`src/rtl/hamming_dec.sv`:
```
// Hamming(21,16) SEC decoder: two-stage pipeline (syndrome, then correct/extract) with valid/ready on both sides.
// Optional macro HAMMING_DEC_CNT_EN adds saturating corrected/uncorrectable word counters.
module hamming_dec #(
  parameter int CNT_W = 16
) (
  input  logic              clk,
  input  logic              rst,
  input  logic [20:0]       iData,
  input  logic              iValid,
  output logic              oReady,
  output logic [15:0]       oData,
  output logic              oValid,
  input  logic              iReady,
  output logic              oCorr,
  output logic              oErr,
`ifdef HAMMING_DEC_CNT_EN
  output logic [CNT_W-1:0]  oCorrCnt,
  output logic [CNT_W-1:0]  oErrCnt,
`endif
  output logic [4:0]        oSyndrome
);

  // Bit i of MASK_Sk is set when Hamming position i+1 has bit k set.
  localparam logic [20:0] MASK_S0 = 21'h155555;
  localparam logic [20:0] MASK_S1 = 21'h066666;
  localparam logic [20:0] MASK_S2 = 21'h187878;
  localparam logic [20:0] MASK_S3 = 21'h007F80;
  localparam logic [20:0] MASK_S4 = 21'h1F8000;

  if (CNT_W < 1) begin : g_cnt_w_invalid
  end

  logic        r_s1_valid;
  logic [20:0] r_s1_code;
  logic [4:0]  r_s1_syn;

  logic        r_out_valid;
  logic [15:0] r_out_data;
  logic        r_out_corr;
  logic        r_out_err;
  logic [4:0]  r_out_syn;

  logic        w_stall;
  logic        w_ready;
  logic        w_in_xfer;
  logic        w_out_xfer;
  logic [4:0]  w_syn;
  logic        w_s1_corr;
  logic        w_s1_err;
  logic [20:0] w_flip;
  logic [20:0] w_fixed;
  logic [15:0] w_data;

  assign w_stall    = r_out_valid & ~iReady;
  assign w_ready    = ~r_s1_valid | ~w_stall;
  assign w_in_xfer  = iValid & w_ready;
  assign w_out_xfer = r_out_valid & iReady;

  assign w_syn[0] = ^(iData & MASK_S0);
  assign w_syn[1] = ^(iData & MASK_S1);
  assign w_syn[2] = ^(iData & MASK_S2);
  assign w_syn[3] = ^(iData & MASK_S3);
  assign w_syn[4] = ^(iData & MASK_S4);

  // Syndromes 22..31 point past the codeword; data is passed through raw.
  assign w_s1_corr = (r_s1_syn != 5'd0) && (r_s1_syn <= 5'd21);
  assign w_s1_err  = (r_s1_syn >= 5'd22);
  assign w_flip    = w_s1_corr ? (21'd1 << (r_s1_syn - 5'd1)) : 21'd0;
  assign w_fixed   = r_s1_code ^ w_flip;
  assign w_data    = {w_fixed[20:16], w_fixed[14:8], w_fixed[6:4], w_fixed[2]};

  always_ff @(posedge clk) begin
    if (!rst) begin
      r_s1_valid <= 1'b0;
      r_s1_code  <= '0;
      r_s1_syn   <= '0;
    end else if (w_ready) begin
      r_s1_valid <= iValid;
      if (w_in_xfer) begin
        r_s1_code <= iData;
        r_s1_syn  <= w_syn;
      end
    end
  end

  // S2 only updates when not stalled; payload keeps its last value when S1 is empty.
  always_ff @(posedge clk) begin
    if (!rst) begin
      r_out_valid <= 1'b0;
      r_out_data  <= '0;
      r_out_corr  <= 1'b0;
      r_out_err   <= 1'b0;
      r_out_syn   <= '0;
    end else if (!w_stall) begin
      r_out_valid <= r_s1_valid;
      if (r_s1_valid) begin
        r_out_data <= w_data;
        r_out_corr <= w_s1_corr;
        r_out_err  <= w_s1_err;
        r_out_syn  <= r_s1_syn;
      end
    end
  end

`ifdef HAMMING_DEC_CNT_EN
  logic [CNT_W-1:0] r_corr_cnt;
  logic [CNT_W-1:0] r_err_cnt;

  always_ff @(posedge clk) begin
    if (!rst) begin
      r_corr_cnt <= '0;
      r_err_cnt  <= '0;
    end else if (w_out_xfer) begin
      if (r_out_corr && (r_corr_cnt != {CNT_W{1'b1}}))
        r_corr_cnt <= r_corr_cnt + 1'b1;
      if (r_out_err && (r_err_cnt != {CNT_W{1'b1}}))
        r_err_cnt <= r_err_cnt + 1'b1;
    end
  end

  assign oCorrCnt = r_corr_cnt;
  assign oErrCnt  = r_err_cnt;
`else
  logic w_unused;
  assign w_unused = w_out_xfer;
`endif

  assign oReady    = w_ready;
  assign oValid    = r_out_valid;
  assign oData     = r_out_data;
  assign oCorr     = r_out_corr;
  assign oErr      = r_out_err;
  assign oSyndrome = r_out_syn;

endmodule

```
`config.mk`:
```
export PLATFORM = sky130hd
export DESIGN_NAME = hamming_dec
export DESIGN_NICKNAME = d
export VERILOG_FILES = /design/src/rtl/hamming_dec.sv
export SDC_FILE = /design/constraint.sdc
export NUM_CORES = 1
export LEC_CHECK = 0
export ABC_CLOCK_PERIOD_IN_PS = 2150
export BUFFER_PORTS_ARGS = -buffer_cell sky130_fd_sc_hd__buf_2
export CELL_PAD_IN_SITES_DETAIL_PLACEMENT = 1
export CELL_PAD_IN_SITES_GLOBAL_PLACEMENT = 1
export CORE_MARGIN = 5
export CORE_UTILIZATION = 35
export DETAILED_ROUTE_END_ITERATION = 8
export HOLD_SLACK_MARGIN = 0.02
export PLACE_DENSITY = 0.78
export SLEW_MARGIN = 10
export SYNTH_ARGS = -nofsm -noshare
export SYNTH_HDL_FRONTEND = slang
export SYNTH_SLANG_ARGS = --single-unit
```
`constraint.sdc`:
```
create_clock -name clk -period 2.15 [get_ports clk]
set_clock_uncertainty 0.15 [all_clocks]
set_input_delay 0.43 -clock clk [delete_from_list [all_inputs] [get_ports clk]]
set_output_delay 0.43 -clock clk [all_outputs]
set_load 0.02 [all_outputs]
```
==> summary.md, run 1 <==
| Metric | Value |
|---|---|
| Slew headroom | 48.46% |
| Hold Buf Count CTS | 0 |
| ANT nets after route | 0 |
| R2r startpoint | oValid |
| Post-synthesis cell count | 261 |
| Synth Net Count | 287 |
| Area grow syn2layout | 19.02% |
| Synth top cells by count | nand2_1 (47), dfxtp_1 (46), xnor2_1 (31) |
| Filler cells | 757 |
| Die area | approximately 8300 um2 |
| Top cell type's share of synthesized area | ~40% |
| Worst Path Max Fanout | 21 |
| Core area | 6350 um2 |
| Crit path cell chain | nor2b_1, nor2_2, buf_4, nor2_1, a211oi_1 |
| TritonCTS Buffers | 5 |
| Asr flop ratio synth | 0% |
| Fmax | ~0.5 GHz |
| R2r worst-path depth | 5 |
| NumNets Final | 335 |
| Simple-gate share of the synthesized area | 21.96% |
| Reg-to-reg critical path endpoint | oData[8] |
| LEAKAGE | between 1 and 1.5 nW |
| Unrepaired setup endpoints after global routing | no |
| RD Place Congestion | 0.8548 |
| Least-Margin Pin Slew | 0.7723 ns |
| Max stage delay on crit path | 0.60 ns |
| Synth Area in Adders | 0.5450% |
| Critical path startpoint category | flop |
| Hold path depth | 3 |
| Number of flops mapped to enable cells by yosys | 0 |
| Worst hold path type | in -> reg |
| Vias | 1931 |
| Period utilisation layout | between 90% and 100% |
| IO buf count | a little under 50 |
| CP Data Required Time | 2.22 ns |
| Total GRT Usage | 14.41% |
| Synthesis-stage register bit count | 46 |
| CP arrival | 2.02 ns |
| Multiplexer area fraction after synthesis | 0.4360% |
| Setup tns final | 0 ns |
| N_diodes | 0 |
| Insertion delay to the later sink of the worst-skew pair | 0.31 ns |
| Final count of pins violating max slew | 0 |
| Io pins | 50 |
| Largest net degree at the start of global routing | 28 |
| R2R Setup Slk | 0.20 ns |
| CTS max path bufs | 2 |
| CTS tree | built |
| Fin crit period | just under 2 ns |
| Root buf cell | clkbuf_8 |
| Endpoints failing hold | 0 |
| Leading area contributor after synthesis | dfxtp_1 |
| First DRT Iteration DRCs | 50 |
| Drt pass-1 iters | 4 |
| Largest family of logic cells by synthesized area | simple AND/OR/NAND/NOR gates |
| # Max-Cap Violations | 0 |
| Ys Warns | 0 |
| Share of cells above drive strength 1 | 23.87% |
| Area fraction in compound gates after synthesis | 14.50% |
| Sequential element share of the synthesized area | 40.11% |
| Cell with the most instances after synthesis | nand2_1 |
| Status | finished, final reports clean |
| Row count | 29 |
| Vias in the first global route | 1985 |
| Post-Syn Area per Cell | 8.797 um2 |
| Setup bufs post-CTS | 0 |
| Total global routing overflow | 0 |
| Wirelength per Cell | ~15 um |
| Setup ws final | 0.2019 ns |
| Top_reg_cell synth | dfxtp_1 |
| DR vias/cell | about 5.0 |
| Die H | 90.99 um |
| TritonCTS sink count | 46 |
| Initial antenna violation count | 0 |
| Pre-CTS WS | about 0.086 ns |
| Post-Synthesis Cell Area | 2296 um2 |
| Setup violations, final | 0 |
| Worst vdd ir | 0.3062 mV |
| H-tree Lvls | 2 |
| First-pass GRT wire length | between 9 and 10 mm |
| Critical path class | reg -> reg |
| Final WL | 5.856 mm |
| Dpl hpwl | 4.577 mm |
| Pwr Density | 801.1 nW/um2 |
| Clock transition at path regs | about 0.09 ns |
| Worst hold start | iData[10] |
| Post-cts sizing count | 0 |
| Die width | 90.99 um |
| Unique cell type count in the Yosys netlist | 40 |
| Worst path slowest cell | nor2_2 |
| Initial core utilization | 36.16% |
| WHS Endpoint | r_s1_code[10] |
| Crit end category | flop |
| Post-route DRC violation count | 0 |
| Synth Area in XOR/XNOR | 18.42% |
| Top post-synthesis cells by area | dfxtp_1 (40%), xnor2_1 (12%), nand2_1 (7.7%) |
cell families (layout without fill, tap and decap cells):
family,count (synthesis),after routing
compound gates,53,53
xor+xnor,42,42
fa+ha+maj,1,1
buf+inv,19,68
flops,46,46
mux,1,1
simple gates,99,99
worst max path at each step:
stage / slack [ns] / endpoint / startpoint
after floorplan: 0.37 / oData[13] / r_s1_syn[1]
after global placement: 0.18 / oData[10] / iReady
after detailed placement: 0.09 / oData[6] / iReady
after CTS: 0.18 / oData[6] / oValid
after global routing: 0.01 / oData[5] / oValid
final: 0.20 / oData[8] / oValid
flip-flops by register name (all words and copies together), names as in the netlist:
name / count
oErr: 1
r_s1_code: 16
oValid: 1
r_s1_syn: 5
oSyndrome: 5
oCorr: 1
oData: 16
r_s1_valid: 1
layout by cell type (no fill, tap or decap), types with 2 or more instances in the layout:
cell and n:
a211oi_1 18, a21oi_1 25, buf_2 49, buf_4 8
clkbuf_8 5, clkinvlp_4 2, dfxtp_1 46, inv_1 2
nand2_1 47, nand2b_1 3, nand2b_4 2, nand3_1 4
nand3b_1 4, nand4_1 2, nor2_1 22, nor2b_1 2
nor3_1 4, o21ai_0 3, xnor2_1 31, xnor3_1 4
xor2_1 7
routing by layer:
metal | up-vias | GRT usage (%) | part of all wire [%]
met5 | - | 0 | 0
met4 | 0 | 6.968 | 2.6
met3 | 11 | 3.554 | 5.3
met2 | 48 | 23.56 | 47
met1 | 893 | 17.69 | 45
li1 | 979 | - | -
power by group:
part | switching [W] | leakage (nW) | internal, W
registers | 0.0000532 | 0.378 | 0.000914
logic | 0.000320 | 0.656 | 0.000253
clock network | 0.000303 | 0.0504 | 0.000346
worst max-delay path, delay by kind of cell, from the launching register on:
family	cells	cell delay [ns]
flip-flops	1	0.34
AND/OR/NAND/NOR	3	0.84
buffers and inverters	1	0.34
AO/OA/AOI/OAI	1	0.20
layout make-up:
| cell class | instances | area (um2) | share of cell area, % |
|---|---|---|---|
| sequential | 46 | 920.9 | 33.70 |
| tap | 77 | 96.34 | 3.526 |
| inverter | 3 | 11.26 | 0.4121 |
| clock inverter | 3 | 45.04 | 1.648 |
| timing repair buffer | 57 | 305.3 | 11.17 |
| clock buffer | 5 | 68.82 | 2.518 |
| multi-input combinational | 196 | 1285 | 47.02 |
metrics by stage:
step	instances	util (%)	hold slack [ns]	power (W)	cell area [um2]
4_1_cts	387	43.03	0.2137	0.002229	2733
5_1_grt	387	43.03	0.2333	0.002312	2733
3_5_place_dp	379	41.24	0.3006	0.001565	2619
6_report	387	43.03	0.2271	0.002189	2733
3_3_place_gp	379	41.24	0.2931	0.001541	2619
2_1_floorplan	261	-	0.2887	0.001398	2296
Power figures use the tool's default switching activity.
==> inputs of run 2 (changes only) <==
PLACE_DENSITY = 0.69   (was 0.78)
==> summary.md, run 2 (synthesis gave the netlist of run 1 again) <==
| Metric | Value |
|---|---|
| Critical path startpoint category | flop |
| Setup violations, final | 0 |
| Io pins | 50 |
| Vias in the first global route | 2039 |
| H-tree Lvls | 2 |
| Layout Cells excl Fill | approximately 390 |
| Total global routing overflow | 0 |
| Period utilisation layout | a little under nine tenths |
| Unrepaired setup endpoints after global routing | no |
| CP Data Required Time | ~2.2 ns |
| # Max-Cap Violations | 0 |
| Least-Margin Pin Slew | 0.6244 ns |
| Total GRT Usage | approximately 15% |
| Crit end category | flop |
| First DRT Iteration DRCs | 56 |
| Wirelength per Cell | 14.97 um |
| Root buf cell | clkbuf_8 |
| Core area | approximately 6300 um2 |
| NumNets Final | between 300 and 400 |
| First-pass GRT wire length | 9.922 mm |
| Critical path class | reg -> reg |
| Die H | 90.99 um |
| TritonCTS Buffers | 5 |
| CP arrival | 1.90 ns |
| Vias | 1943 |
| Largest net degree at the start of global routing | 43 |
| Placed Cells | 380 |
| CTS tree | built |
| LEAKAGE | around 1.1 nW |
| DR vias/cell | 5.008 |
| TritonCTS sink count | 46 |
| Initial antenna violation count | 0 |
| Final count of pins violating max slew | 0 |
| Area grow syn2layout | 20.82% |
| Fin crit period | 1.831 ns |
| Share of cells above drive strength 1 | 24.12% |
| Post-route DRC violation count | 0 |
| Pwr Density | 839.8 nW/um2 |
| Status | finished, final reports clean |
| IO buf count | 49 |
| Dpl hpwl | 4.495 mm |
| Filler cells | about 770 |
| Setup tns final | 0 ns |
| Clock transition at path regs | around 0.090 ns |
| Most frequent cells in the layout | buf_2 (49), nand2_1 (47), dfxtp_1 (46) |
| Worst Path Max Fanout | 7 |
| RD Place Congestion | 0.8080 |
| Drt pass-1 iters | 4 |
| Die width | 90.99 um |
| Fmax | 0.5462 GHz |
| Slew headroom | 58.27% |
| Total Power | 0.002330 W |
| Worst vdd ir | 0.4251 mV |
| N_diodes | 0 |
| Commonest non-fill, non-tap cell in the layout | buf_2 |
| Die area | roughly 8300 um2 |
| ANT nets after route | 0 |
| Insertion delay to the later sink of the worst-skew pair | 0.30 ns |
| Final WL | 5.809 mm |
| Worst hold path type | in -> reg |
| Endpoints failing hold | 0 |
| Initial core utilization | 36.16% |
| CTS max path bufs | 2 |
| Row count | 29 |
## run 2: cell type report
type | instances | area, um2 | share of cell area [%]
multi-input combinational | 196 | 1290 | 46.50
sequential | 46 | 920.9 | 33.20
timing repair buffer | 58 | 312.8 | 11.28
tap | 77 | 96.34 | 3.473
clock buffer | 6 | 82.58 | 2.977
clock inverter | 2 | 60.06 | 2.165
inverter | 3 | 11.26 | 0.4060
## run 2: repair_timing
| action | 4_1_cts | 5_1_grt |
|---|---|---|
| endpoints found under the setup margin | 0 | 7 |
| hold buffers | 0 | 0 |
| buffers inserted | 0 | 0 |
| gates resized for setup | 0 | 1 |
| hold endpoints to repair | 0 | 0 |
## run 2: report_power, final
group / switching, W / internal (W) / total [W] / leakage (nW)
Combinational: 0.000318 / 0.000256 / 0.000573 / 0.663
Clock: 0.000293 / 0.000496 / 0.000789 / 0.0714
Sequential: 0.0000527 / 0.000914 / 0.000967 / 0.378
Total: 0.000664 / 0.00167 / 0.00233 / 1.11
## run 2: per-stage QoR
step | cell area [um2] | utilization [%] | setup slack [ns] | hold WS [ns]
5_1_grt | 2774 | 43.68 | 0.1708 | 0.2324
3_3_place_gp | 2626 | 41.36 | 0.08811 | 0.2934
6_report | 2774 | 43.68 | 0.3192 | 0.2433
4_1_cts | 2769 | 43.61 | 0.04404 | 0.2341
2_1_floorplan | 2296 | - | 0.3704 | 0.2887
3_5_place_dp | 2626 | 41.36 | -0.01561 | 0.2979
## run 2: worst max-delay path, cell delays in order, from the launching register on
cell,delay (ns)
dfxtp_1,0.34
nor2_1,0.05
ha_1,0.37
buf_4,0.21
nor3_1,0.30
xnor2_1,0.10
a211oi_1,0.22
## run 2: path summary, 6_finish.rpt
| path | from | to | slack [ns] | depth (start not counted) |
|---|---|---|---|---|
| max | r_s1_syn[0] | oData[11] | 0.32 | 6 |
| min | iData[9] | r_s1_code[9] | 0.24 | 3 |
| max reg2reg | r_s1_syn[0] | oData[11] | 0.32 | 6 |
| min reg2reg | oSyndrome[3] | oSyndrome[3] | 0.31 | 2 |
## run 2: metal layers
metal | vias to the layer above | global-route usage (%) | routed length [um]
li1 | 976 | - | -
met1 | 916 | 19.10 | 2675
met2 | 47 | 23.62 | 2783
met3 | 4 | 2.975 | 275
met4 | 0 | 5.134 | 75
met5 | - | 0 | 0
==> inputs of run 3 (changes only) <==
BUFFER_PORTS_ARGS = not set   (was -buffer_cell sky130_fd_sc_hd__buf_2)
DONT_BUFFER_PORTS = 1   (was not set)
PLACE_DENSITY = 0.61   (was 0.69)
==> summary.md, run 3 (synthesis gave the netlist of run 1 again) <==
| Metric | Value |
|---|---|
| # Max-Cap Violations | 0 |
| Worst vdd ir | 0.4352 mV |
| Crit end category | flop |
| Endpoints failing hold | 0 |
| N_diodes | 0 |
| Worst hold path type | in -> reg |
| Io pins | 50 |
| R2r startpoint | oValid |
| CTS tree | built |
| Die width | 90.99 um |
| Clock transition at path regs | 0.09 ns |
| Root buf cell | clkbuf_8 |
| RD Place Congestion | 0.7370 |
| Post-route DRC violation count | 0 |
| Total global routing overflow | 0 |
| Final count of pins violating max slew | 0 |
| First-pass GRT wire length | 9.349 mm |
| Vias in the first global route | 1790 |
| Pwr Density | about 850 nW/um2 |
| Setup tns final | 0 ns |
| Setup violations, final | 0 |
| R2r worst-path depth | 5 |
| TritonCTS Buffers | 5 |
| Hold path depth | 1 |
| Core area | 6350 um2 |
| Setup bufs post-CTS | 0 |
| Total Power | 0.002124 W |
| CTS max path bufs | 2 |
| Commonest non-fill, non-tap cell in the layout | nand2_1 |
| CP arrival | 1.76 ns |
| LEAKAGE | 0.8790 nW |
| DR vias/cell | 5.115 |
| Dpl hpwl | 4.284 mm |
| Insertion delay to the later sink of the worst-skew pair | 0.30 ns |
| Slew headroom | 70.00% |
| Die H | a little over 90 um |
| Reg-to-reg critical path endpoint | oData[5] |
| Worst Path Max Fanout | 29 |
| R2R Setup Slk | 0.46 ns |
| NumNets Final | 287 |
| Setup ws final | 0.4551 ns |
| Period utilisation layout | 78.83% |
| Unrepaired setup endpoints after global routing | no |
| Initial core utilization | 36.16% |
| Wirelength per Cell | 16.49 um |
| Area grow syn2layout | 8.992% |
| Fin crit period | 1.695 ns |
| Total GRT Usage | 13.93% |
| CP Data Required Time | approximately 2.2 ns |
| Fmax | ~0.59 GHz |
| Largest net degree at the start of global routing | 30 |
| Final WL | 5.589 mm |
| Status | finished, final reports clean |
| ANT nets after route | 0 |
| TritonCTS sink count | 46 |
| Critical path startpoint category | flop |
| H-tree Lvls | 2 |
| Hold Buf Count CTS | 0 |
| Drt pass-1 iters | 4 |
| IO buf count | 0 |
| Vias | 1734 |
| Row count | 29 |
| Pre-CTS WS | 0.4570 ns |
| Initial antenna violation count | 0 |
| Least-Margin Pin Slew | 0.4495 ns |
| Die area | 8279 um2 |
| WHS Endpoint | r_s1_syn[3] |
| Worst hold start | rst |
| Share of cells above drive strength 1 | approximately a tenth |
| Critical path class | reg -> reg |
| Most frequent cells in the layout | nand2_1 (47), dfxtp_1 (46), xnor2_1 (31) |
| First DRT Iteration DRCs | 92 |
| Post-cts sizing count | 0 |
run 3: cell types whose count changed in the layout (fill, tap and decap cells not counted), sizes merged:
cell / previous run / this run
clkinv: 1 / 3
clkbuf: 6 / 5
buf: 58 / 9
bufinv: 2 / 1
run 3: stage by stage:
stage	std cells	cell area, um2	hold WS (ns)	utilization [%]
6_report	339	2502	0.1013	39.41
2_1_floorplan	261	2296	0.2887	-
5_1_grt	339	2502	0.09077	39.41
3_5_place_dp	331	2394	0.3170	37.69
3_3_place_gp	331	2394	0.3116	37.69
4_1_cts	339	2502	0.08870	39.41
run 3: how the worst max path moves through the flow:
stage,start,to,cells after the start
after floorplan,r_s1_syn[1],oData[13],7
after global placement,oValid,r_s1_syn[3],5
final,oValid,oData[5],5
after global routing,oValid,oData[9],5
after CTS,r_s1_syn[0],oData[5],6
after detailed placement,oValid,oData[5],5
run 3: area by class of cell:
class / instances / area, um2
Timing Repair Buffer: 9 / 80.08
Inverter: 3 / 11.26
Clock buffer: 5 / 68.82
Multi-Input combinational cell: 196 / 1285
Tap cell: 77 / 96.34
Sequential cell: 46 / 920.9
Fill cell: 747 / 3847
Clock inverter: 3 / 40.04
run 3: report_power, final:
part | switching [W] | internal [W] | total, W
combinational | 0.000247 | 0.000222 | 0.000468
sequential | 0.0000944 | 0.000914 | 0.00101
clock | 0.000304 | 0.000343 | 0.000647
run 3: metal layers:
metal	GRT usage, %	share of wire (%)
met2	21.94	45
met4	3.667	1.1
met5	0	0
met3	4.628	5.8
met1	18.37	48
run 3: worst max-delay path, stage by stage, from the launching register on:
cell	delay (ns)
dfxtp_1	0.40
nor2b_1	0.20
nor2_2	0.37
buf_12	0.23
nor2_1	0.06
a211oi_1	0.20
